`src/rtl/adder_bist.sv`:
```
// -----------------------------------------------------------------------------
// adder_bist
//
// Built-in self-test engine for a WIDTH-bit combinational adder with carry-in
// and carry-out. Every {A, B, Cin} combination is applied in ascending order.
// Each vector is held for SETTLE cycles, then {Cout, Sum} is sampled and
// compared against a golden A+B+Cin. The engine reports a mismatch count, the
// first failing vector with its observed result, and a pass flag.
//
// Parameters
//   WIDTH   operand width of the adder under test
//   SETTLE  cycles a vector is held before it is sampled (1..15)
//
// Ports
//   clk               system clock, all state on the rising edge
//   rst_n             asynchronous active-low reset
//   start             single-cycle pulse, begins a full sweep
//   dut_a/dut_b       operands to the adder under test
//   dut_cin           carry-in to the adder under test
//   dut_sum/dut_cout  result returned by the adder under test
//   busy              high while a sweep is in progress
//   done              high from sweep completion until the next accepted start
//   pass              high with done when no mismatch was seen
//   err_cnt           number of mismatching vectors in the last sweep
//   first_fail_valid  a mismatch has been captured in this sweep
//   first_fail_vec    {A,B,Cin} of the first mismatch
//   first_fail_obs    {Cout,Sum} observed at the first mismatch
// -----------------------------------------------------------------------------
module adder_bist #(
   parameter int WIDTH  = 4,
   parameter int SETTLE = 1
) (
   input  logic                 clk,
   input  logic                 rst_n,
   input  logic                 start,
   output logic [WIDTH-1:0]     dut_a,
   output logic [WIDTH-1:0]     dut_b,
   output logic                 dut_cin,
   input  logic [WIDTH-1:0]     dut_sum,
   input  logic                 dut_cout,
   output logic                 busy,
   output logic                 done,
   output logic                 pass,
   output logic [2*WIDTH+1:0]   err_cnt,
   output logic                 first_fail_valid,
   output logic [2*WIDTH:0]     first_fail_vec,
   output logic [WIDTH:0]       first_fail_obs
);

   localparam int VEC_W = 2*WIDTH + 1;
   localparam int ERR_W = 2*WIDTH + 2;   // holds 2^VEC_W, so it never wraps
   localparam int OBS_W = WIDTH + 1;

   // Settle counter is 4 bits wide, enough for the full 1..15 SETTLE range.
   localparam logic [3:0] SETTLE_LAST = 4'(SETTLE - 1);

   typedef enum logic [1:0] {
      IDLE  = 2'd0,
      WAIT  = 2'd1,
      CHECK = 2'd2,
      DONE  = 2'd3
   } state_t;

   state_t             state_q,  state_d;
   logic [VEC_W-1:0]   vec_q,    vec_d;
   logic [3:0]         settle_q, settle_d;
   logic [ERR_W-1:0]   err_q,    err_d;
   logic               ffv_q,    ffv_d;
   logic [VEC_W-1:0]   ffvec_q,  ffvec_d;
   logic [OBS_W-1:0]   ffobs_q,  ffobs_d;
   logic               busy_q,   busy_d;
   logic               done_q,   done_d;
   logic               pass_q,   pass_d;

   logic [OBS_W-1:0]   golden;
   logic [OBS_W-1:0]   observed;
   logic               mismatch;

   // Operands come straight from the vector register.
   assign dut_a   = vec_q[2*WIDTH:WIDTH+1];
   assign dut_b   = vec_q[WIDTH:1];
   assign dut_cin = vec_q[0];

   assign golden   = {1'b0, dut_a} + {1'b0, dut_b} + {{WIDTH{1'b0}}, dut_cin};
   assign observed = {dut_cout, dut_sum};
   // Case-inequality so that X/Z coming back from the adder counts as a failure.
   assign mismatch = (observed !== golden);

   always_comb begin
      state_d  = state_q;
      vec_d    = vec_q;
      settle_d = settle_q;
      err_d    = err_q;
      ffv_d    = ffv_q;
      ffvec_d  = ffvec_q;
      ffobs_d  = ffobs_q;
      busy_d   = busy_q;
      done_d   = done_q;
      pass_d   = pass_q;

      case (state_q)
         IDLE, DONE: begin
            // A start in DONE restarts exactly as from IDLE.
            if (start) begin
               vec_d    = '0;
               settle_d = '0;
               err_d    = '0;
               ffv_d    = 1'b0;
               ffvec_d  = '0;
               ffobs_d  = '0;
               busy_d   = 1'b1;
               done_d   = 1'b0;
               pass_d   = 1'b0;
               state_d  = WAIT;
            end
         end

         WAIT: begin
            settle_d = settle_q + 4'd1;
            if (settle_q == SETTLE_LAST) begin
               state_d = CHECK;
            end
         end

         CHECK: begin
            if (mismatch) begin
               err_d = err_q + ERR_W'(1);
               if (!ffv_q) begin
                  ffv_d   = 1'b1;
                  ffvec_d = vec_q;
                  ffobs_d = observed;
               end
            end
            if (&vec_q) begin
               // pass is taken from the count including this last vector.
               busy_d  = 1'b0;
               done_d  = 1'b1;
               pass_d  = (err_d == '0);
               state_d = DONE;
            end else begin
               vec_d    = vec_q + VEC_W'(1);
               settle_d = '0;
               state_d  = WAIT;
            end
         end

         default: begin
            state_d = IDLE;
         end
      endcase
   end

   always_ff @(posedge clk or negedge rst_n) begin
      if (!rst_n) begin
         state_q  <= IDLE;
         vec_q    <= '0;
         settle_q <= '0;
         err_q    <= '0;
         ffv_q    <= 1'b0;
         ffvec_q  <= '0;
         ffobs_q  <= '0;
         busy_q   <= 1'b0;
         done_q   <= 1'b0;
         pass_q   <= 1'b0;
      end else begin
         state_q  <= state_d;
         vec_q    <= vec_d;
         settle_q <= settle_d;
         err_q    <= err_d;
         ffv_q    <= ffv_d;
         ffvec_q  <= ffvec_d;
         ffobs_q  <= ffobs_d;
         busy_q   <= busy_d;
         done_q   <= done_d;
         pass_q   <= pass_d;
      end
   end

   assign busy             = busy_q;
   assign done             = done_q;
   assign pass             = pass_q;
   assign err_cnt          = err_q;
   assign first_fail_valid = ffv_q;
   assign first_fail_vec   = ffvec_q;
   assign first_fail_obs   = ffobs_q;

endmodule

```
`config.mk`:
```
export PLATFORM = sky130hd
export DESIGN_NAME = adder_bist
export DESIGN_NICKNAME = d
export VERILOG_FILES = /design/src/rtl/adder_bist.sv
export SDC_FILE = /design/constraint.sdc
export NUM_CORES = 1
export LEC_CHECK = 0
export ABC_AREA = 1
export ABC_CLOCK_PERIOD_IN_PS = 3200
export BUFFER_PORTS_ARGS = -buffer_cell sky130_fd_sc_hd__buf_4
export CAP_MARGIN = 15
export CORE_MARGIN = 10
export CORE_UTILIZATION = 50
export CTS_CLUSTER_DIAMETER = 50
export DETAILED_ROUTE_END_ITERATION = 7
export PLACE_DENSITY = 0.76
export SYNTH_ARGS = -nofsm -noshare
export SYNTH_HDL_FRONTEND = slang
export SYNTH_SLANG_ARGS = --single-unit
```
`constraint.sdc`:
```
create_clock -name clk -period 3.2 [get_ports clk]
set_input_delay 0.48 -clock clk [delete_from_list [all_inputs] [get_ports clk]]
set_output_delay 0.48 -clock clk [all_outputs]
set_load 0.01 [all_outputs]
```
# [Word level (Yosys, flattened, before mapping)]
# Cells that the tools add are included.
[totals] reg_bits=43 wordCells=69
[op_classes] addsub=5 n_reduce_logical=13 eq_ne=10 n_mux=31
[op_table] cell="9-bit 2-to-1 mux" count=4
[op_table] cell="9-bit case mux with 2 select lines" count=2
[op_table] cell="10-bit 2-to-1 mux" count=3
[op_table] cell="10-bit case mux with 2 select lines" count=1
[op_table] cell="5-bit 2-to-1 mux" count=3
[op_table] cell="2-bit != test (second input constant)" count=6
[op_table] cell="4-bit case mux with 3 select lines" count=1
[op_table] cell="10-bit by 1-bit adder with 10-bit output (second input constant)" count=1
[op_table] cell="10-bit logical NOT" count=1
[op_table] cell="5-bit case mux with 2 select lines" count=1
[op_table] cell="9-bit by 1-bit adder with 9-bit output (second input constant)" count=1
[op_table] cell="3-bit AND reduction" count=3
[op_table] cell="9-bit AND reduction" count=1
[op_table] cell="4-bit 2-to-1 mux" count=2
[op_table] cell="1-bit case mux with 2 select lines" count=4
[op_table] cell="1-bit 2-to-1 mux" count=6
[op_table] cell="2-bit 2-to-1 mux" count=3
[op_table] cell="2-bit case mux with 3 select lines" count=1
[op_table] cell="2-bit AND reduction" count=3
[op_table] cell="4-bit by 4-bit adder with 5-bit output" count=1
[op_table] cell="5-bit by 1-bit adder with 5-bit output" count=1
[op_table] cell="5-bit !== test" count=1
[op_table] cell="4-bit by 1-bit adder with 4-bit output (second input constant)" count=1
[op_table] cell="2-bit == test (second input constant)" count=2
[op_table] cell="other kinds (6)" count=6

# [Logic depth before layout (Yosys ltp)]
# Gate-level depths: netlist (run 1).
[logic_depth] word_depth=8 ltp_mapped=19 ltp_nobuf=18

# [Worst setup path before layout (run 1)]
# OpenSTA, ideal clock, no wires.
[synth_path] kind="reg2reg" start="reg vec_q[5]" end="reg ffvec_q[2], in the netlist first_fail_vec[2]" period_less_slack_ps=2599 setup_slack_ps=601 arrival_ps=2478 stages_incl_launch_ff=14 cell_sequence="dfrtp_1 -> inv_1 -> fa_1 -> inv_1 -> fa_1 -> xnor2_1 -> nand2_2 -> nor2_8 -> nand3_4 -> o21ai_2 -> a21oi_2 -> buf_6 -> nand3_1 -> o21ai_1"
[synth_via] elab_chain_len=5
[synth_rtl] item="from (decl)" line_no="65" rtl="logic [VEC_W-1:0] vec_q, vec_d;"
[synth_rtl] item="from (signal assigned)" line_no="167" rtl="vec_q <= vec_d;"
[synth_rtl] item="4-bit by 4-bit adder with 5-bit output" line_no="84" rtl="assign golden = {1'b0, dut_a} + {1'b0, dut_b} + {{WIDTH{1'b0}}, dut_cin};"
[synth_rtl] item="5-bit by 1-bit adder with 5-bit output" line_no="84"
[synth_rtl] item="5-bit !== test" line_no="87" rtl="assign mismatch = (observed !== golden);"
[synth_rtl] item="2-bit != test (no source line)"
[synth_rtl] item="4-bit AND reduction (no source line)"
[synth_rtl] item="to (signal assigned)" line_no="171" rtl="ffvec_q <= ffvec_d;"
[synth_rtl] item="to (decl)" line_no="69" rtl="logic [VEC_W-1:0] ffvec_q, ffvec_d;"
# Every way passes these cells.
# A chain may end at the register's enable or synchronous reset.

# [Worst setup path after layout (run 1)]
[layout_path] start="reg vec_q[5]" end="reg pass_q, in the netlist pass"
[layout_via] elab_chain_len=8 elab_cells_between_ends=11 classes_between="2 x add/sub; 2 x eq/ne; 4 x mux; 3 x reduce/logical"
[layout_rtl] item="4-bit by 4-bit adder with 5-bit output" line_no="84"
[layout_rtl] item="5-bit by 1-bit adder with 5-bit output" line_no="84"
[layout_rtl] item="5-bit !== test" line_no="87"
[layout_rtl] item="10-bit 2-to-1 mux" line_no="126" rtl="if (mismatch) begin"
[layout_rtl] item="10-bit 2-to-1 mux" line_no="101" rtl="case (state_q)"
[layout_rtl] item="10-bit logical NOT" line_no="138" rtl="pass_d = (err_d == '0);"
[layout_rtl] item="1-bit 2-to-1 mux" line_no="134" rtl="if (&vec_q) begin"
[layout_rtl] item="1-bit case mux with 2 select lines" line_no="101"
[layout_rtl] item="to (signal assigned)" line_no="175" rtl="pass_q <= pass_d;"
[layout_rtl] item="to (decl)" line_no="73" rtl="logic pass_q, pass_d;"
# Several ways; a longest one is shown, not always the timed one. The select of a mux whose other input is x is not followed.

==> impl_metrics.ini, run 1 <==
[cells_and_area]
final_common_cell = nand2_1
nets = 394
drive_gt1_frac = 0.198
stdcell_area_um2 = 3060
n_antenna_cell = 0
final_cell_mix = nand2_1, inv_1, buf_4, dfrtp_1, nand3_1
area_delta_synth_final_pct = 18.9
fill_cells = 479

[worst_hold_path]
min-delay-path-class = primary input to async pin

[timing]
setup_violations = 0
relSlewSlack = 0.545
final.period_utilization = 0.903
fin_setup_tns_ns = 0
tightest_slew_ns = 0.683
skew_ns = 0.00864
hold_violations = 0
fin_crit_ns = 2.89
rsz0062_at_grt = no
slew_viol_final = 0
fmax_mhz = 346

[run_status]
status = finished clean

[run]
max_cap_viol_count = 0

[logic_synthesis]
syn_avg_cell_area_um2 = 7.91
synth_area_um2 = 2570
synth.top_cell.area_share = 0.418
netlist-cell-type-count = 33
synth_fp_nets = 346
ys_seq_area_frac = 0.418
synth_area_leaders = dfrtp_1, nand2_1, inv_1, nand3_1, ha_1
ys_ff_latch = 43
synth-async-reset-ratio = 1.00
synth_warnings = 0
post-synth-top-area-cell = dfrtp_1
synth_cells = 325
ys.flop_type = dfrtp_1
synth_edf_count = 0

[worst_setup_path]
crit_fanout = 14
crit_type = flop to flop
critPathMostFrequentCell = nand2_1
start_kind = flop
required_ns = 3.45
cp_data_arrival_time_ns = 3.14
slowest_stage = fa_1
crit_chain = inv_1 -> fa_1 -> inv_1 -> fa_1 -> xnor2_1 -> nand2_2 -> nor2_8 -> nand3_4 -> buf_4 -> nand2_1 -> nand2_1 -> inv_1 -> nand2_1 -> nor2_1 -> nand3_1 -> nand2_1
setup.worst_path.end_class = flop
max_stage_delay_ns = 0.45

[placement]
numPortBuffers = 44
gpl.final_weighted_congestion = 0.880
hpwl_um = 4510
dpl_cell_area_um2 = 2960

[floorplanning]
core_area_um2 = 5040
die_h_um = 91.7
fp-row-count = 26
pin_count = 45
initial_core_util = 0.510
die-area_um2 = 8410
die_w_um = 91.7

[clocking]
h-tree-depth = 2
clk_pin_slew_worst_paths_ns = 0.09
cts_buffers = 5
cts_setup_buffers = 0
clk-insertion-delay-late_ns = 0.30
clk_path_buf_depth = 2
postCtsHoldBufs = 0
root_buffer = clkbuf_8
cts_tree = yes
clock-sinks = 43

[detailed_routing]
drt_iter0_markers = 135
drtAntennaViolNets = 0
vias = 2254
avgViaCountPerCell = 5.08
first_pass_iters = 4
wirelength_um = 6050
wl_per_cell_um = 13.6
drcViolationCount = 0

[pwr]
p_int_uw = 1040
total_power_uw = 1640
pwr-share-seq = 0.448
p_comb_frac = 0.337
p_leak_uw = 0.00160
switchingPower_uw = 604
powerDensity_nw_per_um2 = 538
clkPwrFrac = 0.215
vdd.ir_drop.worst_v = 0.000239
swShare = 0.367

[global_routing]
grt_pass1_vias = 2273
grt_pass1_wl_um = 10600
antenna_found_initial = 0
gr-total-overflow = 0
grt_max_degree = 44
grt_usage = 0.150
[worst max-delay path, delay by kind of cell (launching register included)]
| kind | cells | cell delay [ns] |
|---|---|---|
| fa+ha+maj | 2 | 0.87 |
| simple gates | 9 | 0.83 |
| xor+xnor | 1 | 0.22 |
| flops | 1 | 0.43 |
| buf+inv | 4 | 0.48 |
[sequential cells by signal (all words and copies together), names as in the netlist]
signal / flops
settle_q: 4
first_fail_valid: 1
done: 1
vec_q: 9
err_cnt: 10
first_fail_vec: 9
state_q: 2
pass: 1
first_fail_obs: 5
busy: 1
[worst paths after layout]
check	start	to	slack, ns	depth (start not counted)
max	vec_q[5]	pass	0.31	16
min	rst_n	first_fail_vec[3]	0.16	1
max reg2reg	vec_q[5]	pass	0.31	16
min reg2reg	busy	busy	0.49	2
max in group asynchronous	rst_n	err_cnt[9]	2.67	1
min in group clk	dut_sum[3]	first_fail_obs[3]	0.44	3
[cell usage after synthesis (4+ instances only)]
cell type and instances:
nor3_1 5, nor2_1 18, nand2_2 5, o21ai_2 4
inv_1 62, a21oi_1 5, o21ai_0 14, o21ai_1 8
nand3_1 30, ha_1 11, o22ai_1 15, nand2_1 64
nand4_1 13, dfrtp_1 43
[power groups by stage]
stage	sequential, uW	clock [uW]	combinational, uW
2_1_floorplan	770	0	298
3_3_place_gp	746	0	546
3_5_place_dp	747	0	558
4_1_cts	736	361	563
5_1_grt	754	388	626
6_report	737	353	554
[timing repair]
| item | in CTS | in global routing |
|---|---|---|
| endpoints found under the hold margin | 0 | 0 |
| setup endpoints to repair | 0 | 7 |
| resized for setup | 0 | 1 |
[cell type report]
cell class | count | area [um^2] | share of cell area
Inverter | 66 | 248 | 0.0810
Clock inverter | 3 | 20.0 | 0.00655
Timing Repair Buffer | 46 | 345 | 0.113
Clock buffer | 5 | 68.8 | 0.0225
Tap cell | 70 | 87.6 | 0.0286
Multi-Input combinational cell | 211 | 1210 | 0.396
Sequential cell | 43 | 1080 | 0.352
[cells by family (layout without fill, tap and decap cells)]
| family | after synthesis | in the layout | synth area share |
|---|---|---|---|
| and+or+nand+nor | 144 | 144 | 0.271 |
| buffers and inverters | 71 | 120 | 0.113 |
| AOI/OAI and AO/OA | 49 | 49 | 0.111 |
| DFF | 43 | 43 | 0.418 |
| adders and majority gates | 13 | 13 | 0.0691 |
| xor gates and xnor gates | 5 | 5 | 0.0170 |
[stage by stage]
step	utilization	hold slack, ns	cells	worst slack [ns]
2_1_floorplan	-	0.184	325	0.601
5_1_grt	0.606	0.190	444	0.0882
3_5_place_dp	0.587	0.472	436	0.170
6_report	0.606	0.159	444	0.310
4_1_cts	0.605	0.174	444	0.118
3_3_place_gp	0.587	0.471	436	0.330
[layer usage]
layer / GRT usage / part of all wire / routed length, um
met3: 0.0359 / 0.051 / 311
met5: 0 / 0 / 0
met2: 0.244 / 0.48 / 2890
met1: 0.190 / 0.46 / 2760
met4: 0.0514 / 0.016 / 94
No activity file was read; power rests on OpenSTA's default activity.
==> run 2: changes to the inputs <==
Settings changed: ABC_CLOCK_PERIOD_IN_PS 3200 to 3600.
Clock period 3.2 ns to 3.6 ns, I/O delays scaled along.
==> impl_metrics.ini, run 2 (same netlist as run 1, synthesis figures left out) <==
[cells_and_area]
final_common_cell = nand2_1
area_delta_synth_final_pct = 19.2
largest_reg_flops = 10
nets = 392
fill_cells = 440
stdcell_count = 442
drive_gt1_frac = 0.194
n_antenna_cell = 0
final_cell_mix = nand2_1, inv_1, buf_4, dfrtp_1, nand3_1

[clocking]
root_buffer = clkbuf_8
cts_buffers = 5
cts_setup_buffers = 0
clk_path_buf_depth = 2
cts_tree = yes
cts.repair.resized = 0
h-tree-depth = 2
clk_pin_slew_worst_paths_ns = 0.08
postCtsHoldBufs = 0
clk-insertion-delay-late_ns = 0.30
clock-sinks = 43

[floorplanning]
die_w_um = 91.7
initial_core_util = 0.510
core_area_um2 = 5040
die_h_um = 91.7
fp-row-count = 26
pin_count = 45
die-area_um2 = 8410

[timing]
timing.final.ws_setup_ns = 0.474
tightest_slew_ns = 0.954
fmax_mhz = 320
setup_violations = 0
fin_setup_tns_ns = 0
slew_viol_final = 0
hold_violations = 0
rsz0062_at_grt = no
skew_ns = 0.00685
final.period_utilization = 0.868
fin_crit_ns = 3.13
relSlewSlack = 0.364

[pwr]
p_comb_frac = 0.319
vdd.ir_drop.worst_v = 0.000291
clkPwrFrac = 0.255
switchingPower_uw = 528
p_leak_uw = 0.00161
p_int_uw = 1010
pwr-share-seq = 0.426
swShare = 0.342
total_power_uw = 1540
powerDensity_nw_per_um2 = 503

[placement]
preCtsSetupSlack_ns = 0.519
hpwl_um = 4470
gpl.final_weighted_congestion = 0.908
numPortBuffers = 44
dpl.cell_count = 434

[detailed_routing]
drt_iter0_markers = 129
wirelength_um = 5990
drcViolationCount = 0
drtAntennaViolNets = 0
wl_per_cell_um = 13.5
avgViaCountPerCell = 5.18
vias = 2291
first_pass_iters = 4

[global_routing]
grt_pass1_vias = 2224
grt_max_degree = 44
gr-total-overflow = 0
grt_usage = 0.145
antenna_found_initial = 0
grt_pass1_wl_um = 10300

[worst_setup_path]
path_buf_inv = 2
setup.worst_path.end_class = flop
cp_top_family = compound AO/OA/AOI/OAI gates
required_ns = 3.82
max_stage_delay_ns = 0.71
start_kind = flop
crit_chain = inv_1 -> fa_1 -> inv_1 -> fa_1 -> xnor2_1 -> nand2_2 -> nor2_8 -> nand3_4 -> o21ai_2 -> a21oi_2 -> nand3_1 -> o21ai_1
crit_fanout = 22
crit_type = flop to flop
cp_data_arrival_time_ns = 3.34
slowest_stage = a21oi_2

[run]
max_cap_viol_count = 0

[run_status]
status = finished clean

[worst_hold_path]
min-delay-path-class = primary input to async pin
==> run 2: changes by cell type in the layout (fill, tap and decap cells not counted), sizes merged <==
cell      delta
clkinvlp     -2
bufinv       +1
clkbuf       +1
buf          -2
==> run 2: worst paths after layout <==
kind / startpoint / end / slack [ns] / depth (start not counted)
worst max-delay path: vec_q[5] / first_fail_vec[2] / 0.47 / 12
worst min-delay path: rst_n / first_fail_vec[3] / 0.23 / 1
worst max register to register: vec_q[5] / first_fail_vec[2] / 0.47 / 12
worst min register to register: busy / busy / 0.50 / 2
max in group asynchronous: rst_n / first_fail_vec[2] / 2.99 / 1
min in group clk: busy / busy / 0.50 / 2
==> run 2: power groups by stage <==
stage / Sequential [uW] / Combinational (uW) / Clock [uW]
after floorplan: 685 / 265 / 0
after global placement: 663 / 487 / 0
after detailed placement: 665 / 496 / 0
after CTS: 656 / 498 / 403
after global routing: 669 / 562 / 424
final: 656 / 493 / 393
==> run 2: final cells by class <==
type,instances,area [um^2],area share
Multi-Input combinational cell,211,1200,0.393
Sequential cell,43,1080,0.351
Timing Repair Buffer,44,330,0.108
Inverter,66,248,0.0808
Tap cell,70,87.6,0.0286
Clock buffer,6,82.6,0.0269
Clock inverter,2,35.0,0.0114
==> run 2: per-layer routing <==
metal | part of all wire | wire length, um | vias up | GRT usage
li1 | - | - | 1154 | -
met1 | 0.44 | 2660 | 1076 | 0.178
met2 | 0.47 | 2840 | 56 | 0.242
met3 | 0.068 | 406 | 5 | 0.0359
met4 | 0.013 | 80 | 0 | 0.0476
met5 | 0 | 0 | - | 0
==> run 2: per-stage QoR <==
step / hold WS (ns) / instance area (um^2) / util
2_1_floorplan: 0.244 / 2570 / -
3_3_place_gp: 0.468 / 2950 / 0.584
3_5_place_dp: 0.472 / 2950 / 0.584
4_1_cts: 0.237 / 3060 / 0.608
5_1_grt: 0.260 / 3060 / 0.608
6_report: 0.227 / 3060 / 0.608
